### src/rtl/sensor_debouncer.sv
// -----------------------------------------------------------------------------
// sensor_debouncer
//
// Input-side front end for the irrigation controller. Synchronises and
// debounces the six raw board switches {T,Ua,Us,L,M,H} (H = bit 0), publishes
// the debounced values with a one-cycle change strobe, and runs a persistence
// filtered consistency check on the three tank-level sensors.
//
// Ports:
//   clock        in   1  system clock
//   Rst          in   1  synchronous, active-high reset
//   raw_in       in   6  unsynchronised switches {T,Ua,Us,L,M,H}
//   stable_out   out  6  debounced values, same bit order
//   changed      out  1  one-cycle pulse when any stable_out bit updates
//   sample_tick  out  1  one-cycle pulse on each sample instant
//   level_state  out  2  0 OK, 1 SUSPECT, 2 FAULT, 3 RECOVER
//   level_error  out  1  high in FAULT or RECOVER
//
// Build option:
//   SENSOR_SIM_BYPASS_EN  when defined, the DIV divider is removed and every
//                         cycle after reset is a sample tick (fast simulation).
// -----------------------------------------------------------------------------
module sensor_debouncer #(
  parameter int unsigned DIV            = 50000,
  parameter int unsigned STABLE_SAMPLES = 8,
  parameter int unsigned ERR_HOLD       = 16
) (
  input  logic       clock,
  input  logic       Rst,
  input  logic [5:0] raw_in,
  output logic [5:0] stable_out,
  output logic       changed,
  output logic       sample_tick,
  output logic [1:0] level_state,
  output logic       level_error
);

  localparam int unsigned NumBits = 6;
  localparam int unsigned CntW    = $clog2(STABLE_SAMPLES + 1);
  localparam int unsigned ErrW    = $clog2(ERR_HOLD + 1);

  localparam logic [CntW:0] StableLimit = STABLE_SAMPLES[CntW:0];
  localparam logic [ErrW:0] ErrLimit    = ERR_HOLD[ErrW:0];

  typedef enum logic [1:0] {
    StOk      = 2'd0,
    StSuspect = 2'd1,
    StFault   = 2'd2,
    StRecover = 2'd3
  } level_state_e;

  // ---------------------------------------------------------------------------
  // Two-flop synchroniser; only the second stage feeds the debouncer.
  // ---------------------------------------------------------------------------
  logic [NumBits-1:0] r_sync1;
  logic [NumBits-1:0] r_sync2;

  always_ff @(posedge clock) begin
    if (Rst) begin
      r_sync1 <= '0;
      r_sync2 <= '0;
    end else begin
      r_sync1 <= raw_in;
      r_sync2 <= r_sync1;
    end
  end

  // ---------------------------------------------------------------------------
  // Sample tick. r_tick is the registered strobe; a "tick cycle" is any cycle
  // on which r_tick is high.
  // ---------------------------------------------------------------------------
  logic r_tick;

`ifdef SENSOR_SIM_BYPASS_EN
  always_ff @(posedge clock) begin
    if (Rst) begin
      r_tick <= 1'b0;
    end else begin
      r_tick <= 1'b1;
    end
  end
`else
  localparam int unsigned DivW = (DIV > 1) ? $clog2(DIV) : 1;
  localparam logic [DivW-1:0] DivLast = DivW'(DIV - 1);

  logic [DivW-1:0] r_div_cnt;

  // With DIV=1 the counter sits at 0 == DivLast, so the tick stays high.
  always_ff @(posedge clock) begin
    if (Rst) begin
      r_div_cnt <= '0;
      r_tick    <= 1'b0;
    end else begin
      if (r_div_cnt == DivLast) begin
        r_div_cnt <= '0;
        r_tick    <= 1'b1;
      end else begin
        r_div_cnt <= r_div_cnt + 1'b1;
        r_tick    <= 1'b0;
      end
    end
  end
`endif

  // ---------------------------------------------------------------------------
  // Per-bit debounce. A bit's counter holds the number of consecutive tick
  // samples that disagreed with the published value; one agreeing sample
  // restarts it, so short glitches never reach stable_out.
  // ---------------------------------------------------------------------------
  logic [NumBits-1:0] r_stable;
  logic [CntW-1:0]    r_db_cnt     [NumBits];
  logic [CntW-1:0]    w_db_cnt_nxt [NumBits];
  logic [CntW:0]      w_db_cnt_inc [NumBits];
  logic [NumBits-1:0] w_stable_nxt;
  logic [NumBits-1:0] w_req;
  logic               r_changed;

  always_comb begin
    w_stable_nxt = r_stable;
    w_req        = '0;
    for (int i = 0; i < NumBits; i++) begin
      w_db_cnt_inc[i] = {1'b0, r_db_cnt[i]} + 1'b1;
      w_db_cnt_nxt[i] = r_db_cnt[i];
      if (r_tick) begin
        if (r_sync2[i] == r_stable[i]) begin
          w_db_cnt_nxt[i] = '0;
        end else if (w_db_cnt_inc[i] == StableLimit) begin
          w_stable_nxt[i] = ~r_stable[i];
          w_db_cnt_nxt[i] = '0;
          w_req[i]        = 1'b1;
        end else begin
          w_db_cnt_nxt[i] = w_db_cnt_inc[i][CntW-1:0];
        end
      end
    end
  end

  // Non-tick cycles see w_req == 0 and unchanged next values, so state holds.
  always_ff @(posedge clock) begin
    if (Rst) begin
      r_stable  <= '0;
      r_changed <= 1'b0;
      for (int i = 0; i < NumBits; i++) begin
        r_db_cnt[i] <= '0;
      end
    end else begin
      r_stable  <= w_stable_nxt;
      r_changed <= |w_req;
      for (int i = 0; i < NumBits; i++) begin
        r_db_cnt[i] <= w_db_cnt_nxt[i];
      end
    end
  end

  // ---------------------------------------------------------------------------
  // Level consistency. Sensors are stacked bottom-up (L lowest), so a higher
  // sensor may only read wet when every sensor below it is wet: valid {L,M,H}
  // codes are 000, 100, 110, 111. Uses r_stable as it stands before this
  // tick's debounce update.
  // ---------------------------------------------------------------------------
  logic w_level_ok;

  always_comb begin
    w_level_ok = 1'b0;
    case (r_stable[2:0])
      3'b000, 3'b100, 3'b110, 3'b111: w_level_ok = 1'b1;
      default:                        w_level_ok = 1'b0;
    endcase
  end

  level_state_e  r_state;
  logic [ErrW-1:0] r_err_cnt;
  logic [ErrW:0]   w_err_inc;
  logic            r_level_error;

  assign w_err_inc = {1'b0, r_err_cnt} + 1'b1;

  // r_err_cnt counts consecutive ticks disagreeing with the current regime:
  // invalid ticks while healthy (OK/SUSPECT), valid ticks while faulted
  // (FAULT/RECOVER).
  always_ff @(posedge clock) begin
    if (Rst) begin
      r_state       <= StOk;
      r_err_cnt     <= '0;
      r_level_error <= 1'b0;
    end else if (r_tick) begin
      case (r_state)
        StOk: begin
          if (!w_level_ok) begin
            r_state   <= StSuspect;
            r_err_cnt <= ErrW'(1);
          end
        end
        StSuspect: begin
          if (w_level_ok) begin
            r_state   <= StOk;
            r_err_cnt <= '0;
          end else if (w_err_inc == ErrLimit) begin
            r_state       <= StFault;
            r_err_cnt     <= '0;
            r_level_error <= 1'b1;
          end else begin
            r_err_cnt <= w_err_inc[ErrW-1:0];
          end
        end
        StFault: begin
          if (w_level_ok) begin
            r_state   <= StRecover;
            r_err_cnt <= ErrW'(1);
          end
        end
        StRecover: begin
          if (!w_level_ok) begin
            r_state   <= StFault;
            r_err_cnt <= '0;
          end else if (w_err_inc == ErrLimit) begin
            r_state       <= StOk;
            r_err_cnt     <= '0;
            r_level_error <= 1'b0;
          end else begin
            r_err_cnt <= w_err_inc[ErrW-1:0];
          end
        end
        default: begin
          r_state       <= StOk;
          r_err_cnt     <= '0;
          r_level_error <= 1'b0;
        end
      endcase
    end
  end

  // ---------------------------------------------------------------------------
  // Outputs are all direct register taps.
  // ---------------------------------------------------------------------------
  assign stable_out  = r_stable;
  assign changed     = r_changed;
  assign sample_tick = r_tick;
  assign level_state = r_state;
  assign level_error = r_level_error;

endmodule
### config.mk
export PLATFORM = sky130hd
export DESIGN_NAME = sensor_debouncer
export DESIGN_NICKNAME = d
export VERILOG_FILES = /design/src/rtl/sensor_debouncer.sv
export SDC_FILE = /design/constraint.sdc
export NUM_CORES = 1
export LEC_CHECK = 0
export CAP_MARGIN = 20
export CORE_AREA = 2 2 74 76
export CTS_BUF_LIST = sky130_fd_sc_hd__clkbuf_4 sky130_fd_sc_hd__clkbuf_8
export DETAILED_ROUTE_END_ITERATION = 8
export DIE_AREA = 0 0 76 78
export GPL_ROUTABILITY_DRIVEN = 0
export PLACE_DENSITY = 0.86
export SYNTH_ARGS = -nofsm -noshare
export SYNTH_HDL_FRONTEND = slang
export SYNTH_SLANG_ARGS = --single-unit
### constraint.sdc
create_clock -name clock -period 2.05 [get_ports clock]
set_clock_uncertainty 0.05 [all_clocks]
set_input_delay 0.41 -clock clock [delete_from_list [all_inputs] [get_ports clock]]
set_output_delay 0.41 -clock clock [all_outputs]
set_load 0.005 [all_outputs]
* Word level (Yosys, flattened, before mapping) *
Memory sizes are Yosys's and may differ from the RTL's.
Index checks and enable logic that the tools add are counted.

cells by class
  bitwise logic cells = 18
  reduce and logical (&&, ||, !) cells = 15
  eq/ne operators = 28
  multipliers = 0
  $add $sub $neg = 8
  divide/modulo/power cells = 0
  mux-type cells = 65
  order comparisons = 0
  shift-type cells = 0

operator list
  operator                                                               number
  4-bit two-way mux                                                      24
  4-bit by 1-bit adder with 5-bit output, second input constant          6
  5-bit by 4-bit equality test with 1-bit output, second input constant  6
  1-bit two-way mux                                                      27
  5-bit two-way mux                                                      5
  3-bit AND reduction                                                    7
  5-bit one-hot mux with 4 select lines                                  1
  16-bit by 1-bit adder with 16-bit output, second input constant        1
  16-bit equality test, second input constant                            1
  2-bit two-way mux                                                      6
  2-bit != test, second input constant                                   6
  1-bit inverter                                                         12
  3-bit equality test, second input constant                             3
  2-bit one-hot mux with 4 select lines                                  1
  5-bit by 1-bit adder with 6-bit output, second input constant          1
  1-bit equality test                                                    6
  6-bit by 5-bit equality test with 1-bit output, second input constant  1
  3-bit != test, second input constant                                   2
  1-bit bitwise OR                                                       6
  6-bit AND reduction                                                    1
  6-bit OR reduction                                                     1
  5-bit AND reduction                                                    1
  2-bit equality test, second input constant                             2
  4-bit OR reduction                                                     1
  other kinds (6)                                                        6

word-level totals
  input bits = 8
  memory bits (writable) = 24
  bits in read-only memories = 0
  memories = 1
  logic and storage cells = 149
  bits in latches = 0
  output and inout port bits = 11
  bits in registers = 44

memories
  name      words  bits a word  read ports  clocked after Yosys merged registers in  write ports  line  source
  r_db_cnt  6      4            6           0                                        6            111   logic [CntW-1:0] r_db_cnt [NumBits];

* Logic depth before layout (Yosys ltp) *
  word-level depth = 6
  gate-level depth with buffers = 7
  depth with buffers taken out = 6

* Worst setup path after synthesis *
Ideal clock, no wire load.

  path kind = register -> register
  start point = register r_div_cnt[5]
  end point = register r_div_cnt[10]
  path buffers = 2
  cell stages (with the launch flop) = 8
  clock period less this slack = 1505 ps
  path slack = 545 ps
  data required time = 1885 ps
  setup time = 115 ps
  arrival = 1340 ps
  cells stage by stage = dfxtp_1 -> nor4b_2 -> nand3b_1 -> nor4_1 -> or2_1 -> buf_4 -> buf_6 -> nor2_1

between the ends
  longest elaborated chain between the ends = 2

RTL lines
  what                                                                              line  source
  start, declared                                                                   86    logic [DivW-1:0] r_div_cnt;
  start signal, assigned                                                            98    r_div_cnt <= r_div_cnt + 1'b1;
  branches (longest 2 deep; another with 16-bit by 1-bit adder with 16-bit output)  -

Parallel ways; which one is timed is not known.
A chain may end at the register's enable or synchronous reset.

* Worst setup path after layout *
  start point = register r_state[0], in the netlist level_state[0]
  end point = output level_state[0]

RTL lines
  what                    line  source
  start, declared         171   level_state_e r_state;
  start signal, assigned  183   r_state <= StOk;
  start signal, assigned  190   r_state <= StSuspect;
  start signal, assigned  196   r_state <= StOk;
  end, declared           34    output logic [1:0] level_state,

No word-level cell between the ends.

==> qor.txt <==
============================================================================
Outcome                                                         finished clean
Placement row count                                                       26
Antenna violations before repair                                           0
Average instance area after synthesis                              8.87 um^2
Clock tree from TritonCTS                                                yes
Max frequency                                                        539 MHz
Final core utilization                                                 67.5%
Post-synthesis cell type with the largest combined area              dfxtp_1
Final Max Slew Viols                                                       0
Total number of nets in the final design                                 373
Required @ worst endpoint                                            1.59 ns
Worst skew pair latency                                              0.35 ns
Number of routed nets with antenna violations                              0
Via count of the first global-routing pass                              1976
VDD IR-drop max                                                       701 uV
Standard cell core area                                            5040 um^2
Die Width                                                              76 um
Hold Path Origin                                                         Rst
Fraction of final layout cells sized beyond drive strength 1           9.39%
Avg WL per Cell                                                      11.8 um
Setup bufs post-CTS                                                        0
Maximum count of clock buffers along a single path                         2
Largest net degree at the start of global routing                         46
Wire length of the first global-routing pass                         8.65 mm
Setup slack of the most critical reg-to-reg path                     0.22 ns
Warnings from Yosys                                                        0
Kind of critical path                                           register to output port
Cells along the critical path                                   clkdlybuf4s50_1
GRT Residual Overflow                                                      0
Highest net fanout along the worst path                                    8
CP Data Arrival Time                                                 1.40 ns
Num Clock Sinks                                                           68
Setup TNS                                                               0 ns
Final critical-path required period                                  1.86 ns
End of the worst register-to-register path                      r_div_cnt[10]
Placement Cell Area                                                3230 um^2
Drt pass-1 iters                                                           4
Hold buffer count at cts                                                   0
First DRT Iteration DRCs                                                 117
Top_reg_cell synth                                                   dfxtp_1
Max-cap violations                                                         0
Length in cells of the worst reg-to-reg path                               4
Biggest cell delay along the critical path                           0.56 ns
Area share of the largest cell type after synthesis                    45.5%
LEAKAGE                                                              1.23 nW
Synthesis-stage register bit count                                        68
Total global routing track utilization                                 18.6%
Worst-Margin Slew                                                   0.571 ns
Fin Hold WS                                                         0.371 ns
Post-synth cell types                                                     49
Clock group share of total power                                       40.2%
Final Setup Violations                                                     0
Startpoint kind of the worst setup timing path                      register
Net load switching power                                            0.518 mW
Delay-heaviest family, CP                                       buffers and inverters
Total via count in the routed design                                    2278
Inserted Clock Buffers                                                     9
Sw Share                                                               21.9%
Total detailed-routing wirelength                                    5.11 mm
Leading cell type by number of instances after synthesis             dfxtp_1
Worst flop-to-flop path startpoint                              r_div_cnt[10]
DPL Wire Length                                                      3.64 mm
Endpoint, Worst Hold                                            r_db_cnt[5][1]
# fillers                                                                404
Number of cells produced by synthesis                                    337
Number of remaining DRC errors                                             0
Maximum level of the CTS H-tree                                            3
Effective utilization at floorplan                                     59.3%
Worst slack at placement                                            0.263 ns
Period Utilization, post-route                                         90.5%
Clk root buf                                                        clkbuf_8
Placed insts                                                             416
Sequential Power Share                                                 56.9%
Normalized max-slew margin                                             61.7%
Die Footprint                                                      5930 um^2
Worst hold path class                                           primary input to register
Category of the worst setup path capture point                   output port
Sequential element share of the synthesized area                       45.5%
Count of instances resized after the clock tree is built                   0
Post-route setup slack                                              0.195 ns
Internal portion of total power                                      1.85 mW
Top cell types by occurrence after synthesis                    dfxtp_1, nor2_1, nand3_1
Layout overhead on the synthesized area                                13.9%
Buf+Inv Stages, Crit Path                                                  1
Post-Synthesis Net Count                                                 353
Ports                                                                     19
Slowest cell on crit path                                       clkdlybuf4s50_1
Power density cells                                              695 nW/um^2
Depth of the worst hold-timing path                                        2
Height of the die                                                      78 um
Final hold violation count                                                 0
Top cells by area, synth                                        dfxtp_1, nor2_1, xor2_1, nand3_1, nor2b_1
Number of enable flip-flop cells after synthesis                           0
Combined area of all synthesized cells                             2990 um^2
Setup repair after global routing missed its margin                       no
Total non-filler cell area in the finished layout                  3410 um^2
Combinational cell fraction of total power                              2.9%
PortBufs                                                                  18
Via density per instance                                                5.27
Count of antenna diodes in the layout                                      0
CTS clock-pin slew for the worst setup and hold paths                0.07 ns
Share of synthesized registers carrying an async set or reset             0%
Sum of internal, switching and leakage power                         2.37 mW
Non-Filler Instances                                                     432
============================================================================
-- per-layer routing --
| layer | vias to the layer above | share of wire, % | GRT usage (%) |
|---|---|---|---|
| met4 | 0 | 1.4 | 7.27 |
| met2 | 29 | 46 | 29.5 |
| li1 | 1191 | - | - |
| met1 | 1052 | 48 | 22.2 |
| met3 | 6 | 4.5 | 8.37 |
| met5 | - | 0 | 0 |
-- layout by cell type (no fill, tap or decap), types with 2 or more instances in the layout --
cell type / n
nand3b_1: 3
clkdlybuf4s50_1: 17
o21ai_0: 6
o211ai_1: 3
clkbuf_8: 10
and3_1: 2
clkinv_2: 4
nor3_1: 7
nand3_1: 27
mux2i_1: 2
nor4_1: 4
nand2_1: 21
nor3b_1: 3
xnor2_1: 7
buf_4: 3
dfxtp_1: 68
mux2_2: 4
xor2_1: 18
nor2_1: 50
nand4_1: 3
nor2b_1: 20
and2_1: 4
a31oi_1: 3
nand4b_1: 3
nand2b_1: 8
inv_1: 8
a21oi_1: 21
ha_1: 8
-- how the worst max path moves through the flow --
| stage | start | to | slack (ns) | cells after the start |
|---|---|---|---|---|
| after global placement | r_div_cnt[5] | r_div_cnt[12] | 0.36 | 5 |
| after floorplan | r_div_cnt[5] | r_div_cnt[10] | 0.55 | 7 |
| after CTS | level_state[0] | level_state[0] | 0.18 | 1 |
| after detailed placement | r_div_cnt[10] | r_div_cnt[14] | 0.26 | 4 |
| final | level_state[0] | level_state[0] | 0.19 | 1 |
| after global routing | r_div_cnt[5] | r_div_cnt[10] | 0.08 | 5 |
-- flip-flops by register name, summed over array words and instances, names as in the netlist, named ones only --
| signal | flops |
|---|---|
| r_div_cnt | 16 |
| changed | 1 |
| r_db_cnt | 24 |
| sample_tick | 1 |
| r_sync2 | 6 |
| stable_out | 6 |
| r_err_cnt | 5 |
| level_error | 1 |
| level_state | 1 |
| r_sync1 | 6 |
-- cell type report --
cell class / instances / area (um^2) / area share (%)
repair buffers: 22 / 218 / 6.39
well taps: 70 / 87.6 / 2.57
clock buffers: 11 / 145 / 4.26
inverters: 9 / 33.8 / 0.992
flip-flops and latches: 68 / 1360 / 40.0
multi-input cells: 247 / 1530 / 45.0
clock inverters: 5 / 27.5 / 0.808
-- cell families (layout without fill, tap and decap cells) --
| family | Yosys count | after routing | share of synthesized area (%) |
|---|---|---|---|
| muxes | 7 | 7 | 2.64 |
| adders and majority gates | 8 | 8 | 3.35 |
| buffers and inverters | 22 | 47 | 3.18 |
| and+or+nand+nor | 162 | 162 | 27.9 |
| AOI/OAI and AO/OA | 43 | 43 | 8.96 |
| xor gates and xnor gates | 27 | 27 | 8.41 |
| DFF | 68 | 68 | 45.5 |
-- power groups by stage --
stage / logic (mW) / clock network (mW) / registers, mW
final: 0.0682 / 0.950 / 1.35
after global routing: 0.0751 / 1.06 / 1.35
after CTS: 0.0689 / 0.982 / 1.35
after detailed placement: 0.0689 / 0 / 1.38
after global placement: 0.0680 / 0 / 1.38
after floorplan: 0.0452 / 0 / 1.38
No activity file was read; power rests on OpenSTA's default activity.
